## src/rtl/date_display_seq.sv

```systemverilog
`default_nettype none
// ============================================================================
// Module   : date_display_seq
// Purpose  : Steps through NUM_DATES stored BCD dates (MMDDYY) on six
//            seven-segment digits, with debounced next/prev keys, timed
//            auto-advance and a blank gap after every index change.
// Revision : 1.0 - initial release
// ============================================================================
module date_display_seq #(
    parameter int                      NUM_DATES      = 4,
    parameter logic [24*NUM_DATES-1:0] DATES          = {24'h051800, 24'h030170,
                                                         24'h123199, 24'h070400},
    parameter int                      TICKS_PER_STEP = 50000000,
    parameter int                      DEBOUNCE_TICKS = 500000,
    parameter int                      BLANK_TICKS    = 5000000
) (
    input  logic                 MAX10_CLK1_50,
    input  logic                 RST,
    input  logic [1:0]           KEY,
    input  logic [1:0]           SW,
    output logic [7:0]           HEX0,
    output logic [7:0]           HEX1,
    output logic [7:0]           HEX2,
    output logic [7:0]           HEX3,
    output logic [7:0]           HEX4,
    output logic [7:0]           HEX5,
    output logic [NUM_DATES-1:0] LEDR
);

    localparam int IDX_W = $clog2(NUM_DATES);
    localparam int AC_W  = (TICKS_PER_STEP > 1) ? $clog2(TICKS_PER_STEP) : 1;
    localparam int DB_W  = (DEBOUNCE_TICKS > 1) ? $clog2(DEBOUNCE_TICKS) : 1;
    localparam int BK_W  = (BLANK_TICKS > 1)    ? $clog2(BLANK_TICKS)    : 1;

    localparam logic [IDX_W-1:0]     LAST_IDX = IDX_W'(NUM_DATES - 1);
    localparam logic [AC_W-1:0]      AC_LAST  = AC_W'(TICKS_PER_STEP - 1);
    localparam logic [DB_W-1:0]      DB_LAST  = DB_W'(DEBOUNCE_TICKS - 1);
    localparam logic [BK_W-1:0]      BK_LAST  = BK_W'(BLANK_TICKS - 1);
    localparam logic [NUM_DATES-1:0] ONE_HOT0 = NUM_DATES'(1);

    wire clk = MAX10_CLK1_50;

    typedef enum logic [0:0] {
        SHOW  = 1'b0,
        BLANK = 1'b1
    } state_t;

    // ------------------------------------------------------------------
    // Key conditioning: synchronise, debounce, pulse on debounced press
    // ------------------------------------------------------------------
    logic [1:0] press;

    genvar k;
    generate
        for (k = 0; k < 2; k++) begin : g_key
            logic            sync1;
            logic            sync2;
            logic            level;
            logic            pulse;
            logic [DB_W-1:0] cnt;

            always_ff @(posedge clk) begin
                if (RST) begin
                    sync1 <= 1'b1;
                    sync2 <= 1'b1;
                    level <= 1'b1;
                    pulse <= 1'b0;
                    cnt   <= '0;
                end else begin
                    sync1 <= KEY[k];
                    sync2 <= sync1;
                    pulse <= 1'b0;
                    if (sync2 != level) begin
                        if (cnt == DB_LAST) begin
                            level <= sync2;
                            cnt   <= '0;
                            pulse <= ~sync2;
                        end else begin
                            cnt <= cnt + DB_W'(1);
                        end
                    end else begin
                        cnt <= '0;
                    end
                end
            end

            assign press[k] = pulse;
        end
    endgenerate

    // ------------------------------------------------------------------
    // Date table, entry 0 in the most-significant bits
    // ------------------------------------------------------------------
    logic [23:0] date_tab [NUM_DATES];

    genvar d;
    generate
        for (d = 0; d < NUM_DATES; d++) begin : g_tab
            assign date_tab[d] = DATES[24*(NUM_DATES-1-d) +: 24];
        end
    endgenerate

    function automatic logic [7:0] seg7(input logic [3:0] nib, input logic dp_on);
        logic [7:0] code;
        case (nib)
            4'd0:    code = 8'hC0;
            4'd1:    code = 8'hF9;
            4'd2:    code = 8'hA4;
            4'd3:    code = 8'hB0;
            4'd4:    code = 8'h99;
            4'd5:    code = 8'h92;
            4'd6:    code = 8'h82;
            4'd7:    code = 8'hF8;
            4'd8:    code = 8'h80;
            4'd9:    code = 8'h90;
            default: code = 8'hBF;
        endcase
        return dp_on ? (code & 8'h7F) : code;
    endfunction

    function automatic logic [IDX_W-1:0] idx_inc(input logic [IDX_W-1:0] i);
        return (i == LAST_IDX) ? '0 : i + IDX_W'(1);
    endfunction

    function automatic logic [IDX_W-1:0] idx_dec(input logic [IDX_W-1:0] i);
        return (i == '0) ? LAST_IDX : i - IDX_W'(1);
    endfunction

    // ------------------------------------------------------------------
    // Index selection
    // ------------------------------------------------------------------
    state_t           state;
    logic [IDX_W-1:0] index;
    logic [AC_W-1:0]  auto_cnt;
    logic [BK_W-1:0]  blank_cnt;

    logic [IDX_W-1:0] idx_next;
    logic             idx_change;
    logic             auto_clr;
    logic [23:0]      cur_date;

    always_comb begin
        idx_next   = index;
        idx_change = 1'b0;
        auto_clr   = 1'b0;
        if (press[1] && press[0]) begin
            auto_clr = 1'b1;
        end else if (press[1]) begin
            idx_next   = idx_inc(index);
            idx_change = 1'b1;
        end else if (press[0]) begin
            idx_next   = idx_dec(index);
            idx_change = 1'b1;
        end else if (SW[0] && auto_cnt == AC_LAST) begin
            idx_next   = SW[1] ? idx_dec(index) : idx_inc(index);
            idx_change = 1'b1;
        end
    end

    assign cur_date = date_tab[index];

    // ------------------------------------------------------------------
    // Sequencer and registered outputs (outputs follow state one cycle late)
    // ------------------------------------------------------------------
    always_ff @(posedge clk) begin
        if (RST) begin
            state     <= SHOW;
            index     <= '0;
            auto_cnt  <= '0;
            blank_cnt <= '0;
            HEX0      <= 8'hFF;
            HEX1      <= 8'hFF;
            HEX2      <= 8'hFF;
            HEX3      <= 8'hFF;
            HEX4      <= 8'hFF;
            HEX5      <= 8'hFF;
            LEDR      <= ONE_HOT0;
        end else begin
            index <= idx_next;

            if (idx_change || auto_clr || !SW[0]) begin
                auto_cnt <= '0;
            end else begin
                auto_cnt <= auto_cnt + AC_W'(1);
            end

            case (state)
                SHOW: begin
                    blank_cnt <= '0;
                    if (idx_change) begin
                        state <= BLANK;
                    end
                end
                BLANK: begin
                    if (idx_change) begin
                        blank_cnt <= '0;
                    end else if (blank_cnt == BK_LAST) begin
                        blank_cnt <= '0;
                        state     <= SHOW;
                    end else begin
                        blank_cnt <= blank_cnt + BK_W'(1);
                    end
                end
                default: begin
                    state     <= SHOW;
                    blank_cnt <= '0;
                end
            endcase

            if (state == SHOW) begin
                HEX5 <= seg7(cur_date[23:20], 1'b0);
                HEX4 <= seg7(cur_date[19:16], 1'b1);
                HEX3 <= seg7(cur_date[15:12], 1'b0);
                HEX2 <= seg7(cur_date[11:8],  1'b1);
                HEX1 <= seg7(cur_date[7:4],   1'b0);
                HEX0 <= seg7(cur_date[3:0],   1'b0);
            end else begin
                HEX5 <= 8'hFF;
                HEX4 <= 8'hFF;
                HEX3 <= 8'hFF;
                HEX2 <= 8'hFF;
                HEX1 <= 8'hFF;
                HEX0 <= 8'hFF;
            end

            LEDR <= ONE_HOT0 << index;
        end
    end

endmodule
`default_nettype wire

```

## config.mk

```make
export PLATFORM = sky130hd
export DESIGN_NAME = date_display_seq
export DESIGN_NICKNAME = d
export VERILOG_FILES = /design/src/rtl/date_display_seq.sv
export SDC_FILE = /design/constraint.sdc
export NUM_CORES = 1
export LEC_CHECK = 0
export ABC_CLOCK_PERIOD_IN_PS = 2100
export BUFFER_PORTS_ARGS = -buffer_cell sky130_fd_sc_hd__buf_2
export CORE_UTILIZATION = 58
export CTS_CLUSTER_SIZE = 40
export DETAILED_ROUTE_END_ITERATION = 10
export PLACE_DENSITY = 0.79
export SLEW_MARGIN = 20
export SYNTH_ARGS = -nofsm -noshare
export SYNTH_HDL_FRONTEND = slang
export SYNTH_SLANG_ARGS = --single-unit
```

## constraint.sdc

```tcl
create_clock -name MAX10_CLK1_50 -period 2.1 [get_ports MAX10_CLK1_50]
set_input_delay 0.42 -clock MAX10_CLK1_50 [delete_from_list [all_inputs] [get_ports MAX10_CLK1_50]]
set_output_delay 0.42 -clock MAX10_CLK1_50 [all_outputs]
set_load 0.01 [all_outputs]
```

# Yosys cells after proc, flatten, opt, wreduce, memory -nomap -nowiden
# Memory sizes are Yosys's and may differ from the RTL's. A register that Yosys moved wholly into a read port is not among the register bits.
# Index checks and enable logic that the tools add are counted.
# W data, S select, Z words.
# classes
n_addsub,6
n_lt_le_gt_ge,1
eq_ne,7
shifts,1
n_mux,23
n_bitwise,9
reduce_logical,16
# ops
operator,count
$bmux W24 S2,1
$mux W24,2
$mux W23,2
$pmux W23 S2,1
$add A19 B1 Y19 const B,2
$eq A19 B19 Y1 const B,2
$add A26 B1 Y26 const B,1
$eq A26 B26 Y1 const B,1
$add A23 B1 Y23 const B,1
$eq A23 B23 Y1 const B,1
$mux W8,2
$mux W2,6
$reduce_or A3 Y1,4
$mux W1,8
$not A1 Y1,8
$reduce_and A2 Y1,3
$reduce_or A2 Y1,2
$shl A1 B2 Y4 const A,1
$ge A3 B3 Y1 const B,1
$not A2 Y3,1
$reduce_bool A3 Y1,1
$add A2 B1 Y2 const B,1
$eq A2 B2 Y1 const B,1
$logic_and A1 B1 Y1,2
other kinds (6),8
# totals
register_bits,150
mem_bits_ro,672
output_inout_bits,52
elab_cells,92
mem_count,6
# mem_list
name,words,width,read_ports,rd_ports_with_merged_regs,wr,line_no,source
(no name shown),16,7,1,1,0,105,case (nib)
(no name shown),16,7,1,0,0,105,
(no name shown),16,7,1,1,0,105,
(no name shown),16,7,1,0,0,105,
(no name shown),16,7,1,1,0,105,
(no name shown),16,7,1,1,0,105,

# Depth between registers and ports, before layout
# depth
ltp_word,9
depth_mapped,9
ltp_nobuf,6

# Worst setup path after synthesis
# No wires, ideal clock.
# synth_timing
path_type,flip-flop to flip-flop
startpoint,register g_key[0].cnt[0]
endpoint,register g_key[0].level
setup_ns,0.120
t_arrival_ns,1.832
t_required_ns,1.980
slack_ns,0.149
path_stages_with_launch,8
period_less_slack_ns,1.951
cell_sequence,dfxtp_1 -> ha_1 -> and4_1 -> buf_6 -> nand2_4 -> or4_4 -> buf_6 -> a211o_1
# synth_between
elab_chain_cells,2
# synth_rtl
element,line_no,source
start: declaration,60,logic [DB_W-1:0] cnt;
start signal: assignment,79,cnt <= cnt + DB_W'(1);
$eq A19 B19 Y1,74,if (cnt == DB_LAST) begin
$reduce_and A2 Y1 (no source line),--,
end signal: assignment,75,level <= sync2;
end: declaration,58,logic level;
# No other way between the ends.
# A chain may end at the register's enable or synchronous reset.

# Worst setup path after layout
# layout_timing
startpoint,register auto_cnt[0]
endpoint,register blank_cnt[6]
# layout_between
elab_chain_cells,8
# layout_rtl
element,line_no,source
start: declaration,134,logic [AC_W-1:0] auto_cnt;
start signal: assignment,184,auto_cnt <= auto_cnt + AC_W'(1);
$eq A26 B26 Y1,154,end else if (SW[0] && auto_cnt == AC_LAST) begin
$logic_and A1 B1 Y1,154,
$mux W1,154,
$mux W1,151,end else if (press[0]) begin
$mux W1,148,end else if (press[1]) begin
$mux W1,146,if (press[1] && press[0]) begin
$mux W23,195,if (idx_change) begin
$pmux W23 S2,187,case (state)
end signal: assignment,201,blank_cnt <= blank_cnt + BK_W'(1);
end: declaration,135,logic [BK_W-1:0] blank_cnt;
# No other way between the ends.

==> results.json <==
{
  "synth-seq-area-share": 0.459,
  "die_area_mm2": 0.00933,
  "synth_edf_count": 0,
  "skew_ps": 8.12,
  "async_flop_share": 0,
  "viasPerCell": 5.35,
  "period_share": 0.917,
  "design_area_mm2": 0.00596,
  "irDropWorstVdd_uv": 588,
  "num_vias": 3912,
  "yosysTopAreaCell": "dfxtp_1",
  "slowest_delay_ps": 400,
  "initialDrtViolationCount": 134,
  "h-tree-depth": 4,
  "crit_slowest_cell": "or3_1",
  "nets": 626,
  "rsz0062_at_grt": "no",
  "synth_cell_type_count": 48,
  "crit_required_ps": 2540,
  "cts_made_buffers": 17,
  "final-setup-viol-count": 0,
  "syn-cell-area_mm2": 0.00519,
  "drive_above_1_share": 0.180,
  "core_area_mm2": 0.00868,
  "grt.overflow.total": 0,
  "ant_nets": 0,
  "r2r_cells": 7,
  "placed_area_mm2": 0.00538,
  "grt_max_degree": 24,
  "start_kind": "flip-flop",
  "numPortBuffers": 52,
  "arrival_ps": 2360,
  "grt_antenna_before_repair": 0,
  "die_w_um": 96.6,
  "cap_violations": 0,
  "place_hpwl_um": 6490,
  "num_rows": 34,
  "period_needed_ps": 1930,
  "wl_per_cell_um": 13.5,
  "crit_type": "reg2reg",
  "postCtsSetupRepairBufs": 0,
  "cp_top_family": "simple AND/OR/NAND/NOR gates",
  "cts-root-buf": "clkbuf_8",
  "end_kind": "flip-flop",
  "crit_buf_inv": 1,
  "reg2reg_from": "auto_cnt[0]$_SDFF_PP0_",
  "start_util": 0.598,
  "status": "finished clean",
  "grt_pass1_vias": 3729,
  "synth_area_leaders": "dfxtp_1, xor2_1, nor2_1, xnor2_1, buf_4",
  "n_antenna_cell": 0,
  "powerDensity_mw_per_mm2": 879,
  "num-fill-cells": 677,
  "clk_latency_ps": 510,
  "yosysTopAreaCellShare": 0.459,
  "pin_count": 58,
  "ys.flop_type": "dfxtp_1",
  "whs_endpoint": "g_key[0].sync1$_SDFF_PP1_",
  "crit_fanout": 23,
  "max_freq_mhz": 519,
  "setup_tns_ps": 0,
  "synth_seq_cells": 119,
  "reg2reg_slack_ps": 170,
  "drc_errors": 0,
  "clkTransAtPathRegs_ps": 60,
  "drv_slew": 0,
  "hold_path_class": "in2reg",
  "ctsHoldBuffers": 0,
  "worst_hold_path.num_cells": 2,
  "synth_warnings": 0,
  "die_h_um": 96.6,
  "grtUsageTotal": 0.222,
  "hold_viol": 0,
  "r2r-end": "blank_cnt[6]$_SDFF_PP0_",
  "drt_pass1_iterations": 4,
  "leakagePower_nw": 2.24,
  "path_cells": "ha_1 -> nand2_1 -> or2_0 -> o31ai_4 -> or3_1 -> buf_12 -> nor2_1",
  "drt_wl_total_um": 9860,
  "hp-start": "KEY[0]",
  "grt_pass1_wl_um": 16900,
  "cts_resized": 0,
  "tritoncts": "done",
  "avgSynthCellArea_um2": 9.14,
  "place_congestion": 0.824,
  "clockBufferDepth": 2,
  "cts_sinks": 119,
  "syn_to_final_growth_pct": 14.8,
  "syn_inst": 568
}
==> stage by stage <==
stage	util	std cells	power (mW)	hold WS (ps)	worst slack, ps
2_1_floorplan	-	572	2.44	389	149
3_3_place_gp	0.620	699	2.45	397	228
3_5_place_dp	0.620	699	2.45	396	166
4_1_cts	0.687	731	5.29	82.9	153
5_1_grt	0.687	731	5.40	98.5	33.0
6_report	0.687	731	5.24	95.8	174
==> cells in the mapped netlist (9+ instances only) <==
cell type / count
nand4_1: 30
xnor2_1: 30
nor2_1: 102
nand3_1: 25
nand2_1: 39
and4_1: 9
and3_1: 14
dfxtp_1: 119
ha_1: 10
buf_4: 33
xor2_1: 51
inv_1: 14
==> worst max-delay path by stage <==
stage,from,end,slack (ps),cells after the start
2_1_floorplan,g_key[0].cnt[0]$_SDFF_PP0_,g_key[0].level$_SDFFE_PP1N_,150,7
3_3_place_gp,auto_cnt[0]$_SDFF_PP0_,blank_cnt[18]$_SDFF_PP0_,230,7
3_5_place_dp,auto_cnt[0]$_SDFF_PP0_,blank_cnt[21]$_SDFF_PP0_,170,7
4_1_cts,auto_cnt[0]$_SDFF_PP0_,blank_cnt[11]$_SDFF_PP0_,150,7
5_1_grt,auto_cnt[0]$_SDFF_PP0_,auto_cnt[8]$_SDFF_PP0_,30,7
6_report,auto_cnt[0]$_SDFF_PP0_,blank_cnt[6]$_SDFF_PP0_,170,7
==> placed cells by master, fill, tap and decap left out, types with 6 or more instances in the layout <==
master / Yosys / layout
and2_1: 6 / 6
and3_1: 14 / 14
and4_1: 9 / 9
buf_2: 5 / 52
buf_4: 33 / 13
clkbuf_16: 0 / 16
dfxtp_1: 119 / 119
ha_1: 10 / 10
inv_1: 14 / 14
nand2_1: 39 / 39
nand3_1: 25 / 25
nand4_1: 30 / 30
nor2_1: 102 / 102
nor3_1: 6 / 6
nor4_1: 8 / 8
or3_1: 8 / 8
xnor2_1: 30 / 30
xor2_1: 51 / 51
==> area by class of cell <==
class / count / area (um^2) / area share
Clock buffer: 20 / 435 / 0.0730
Multi-Input combinational cell: 392 / 2430 / 0.407
Inverter: 14 / 52.6 / 0.00881
Sequential cell: 119 / 2380 / 0.399
Tap cell: 108 / 135 / 0.0227
Timing Repair Buffer: 66 / 378 / 0.0634
Clock inverter: 12 / 151 / 0.0254
==> state kept, by name (all words and copies together) (netlist names) <==
register and cells:
state 1, g_key.sync1 2, g_key.pulse 2, g_key.sync2 2
g_key.cnt 38, HEX1 3, HEX0 1, index 2
HEX3 5, HEX2 4, HEX4 4, g_key.level 2
auto_cnt 26, blank_cnt 23, LEDR 4
==> worst register-to-register path: stages (launching register included) <==
cell,delay [ps]
dfxtp_1,330
ha_1,240
nand2_1,110
or2_0,360
o31ai_4,130
or3_1,400
buf_12,180
nor2_1,110
==> where the power goes <==
part           total (mW)  internal (mW)  switching [mW]
sequential           2.29           2.28          0.0130
combinational       0.114         0.0451          0.0692
clock                2.83           1.83            1.00
total                5.24           4.16            1.08
==> logic make-up (layout without fill, tap and decap cells) <==
logic type,count (synthesis),after routing,synth area share
and+or+nand+nor,281,281,0.281
DFF,119,119,0.459
xor gates and xnor gates,81,81,0.137
buffers and inverters,61,112,0.0764
AOI/OAI and AO/OA,14,14,0.0207
adders and majority gates,10,10,0.0241
other,1,5,0.000722
muxes,1,1,0.00193
==> routing by layer <==
metal / global-route usage / vias to the layer above / share of wire
met5: 0 / - / 0
met4: 0.106 / 0 / 0.019
met3: 0.0549 / 15 / 0.031
met2: 0.376 / 81 / 0.51
met1: 0.262 / 1863 / 0.44
li1: - / 1953 / -
Power figures use the tool's default switching activity.
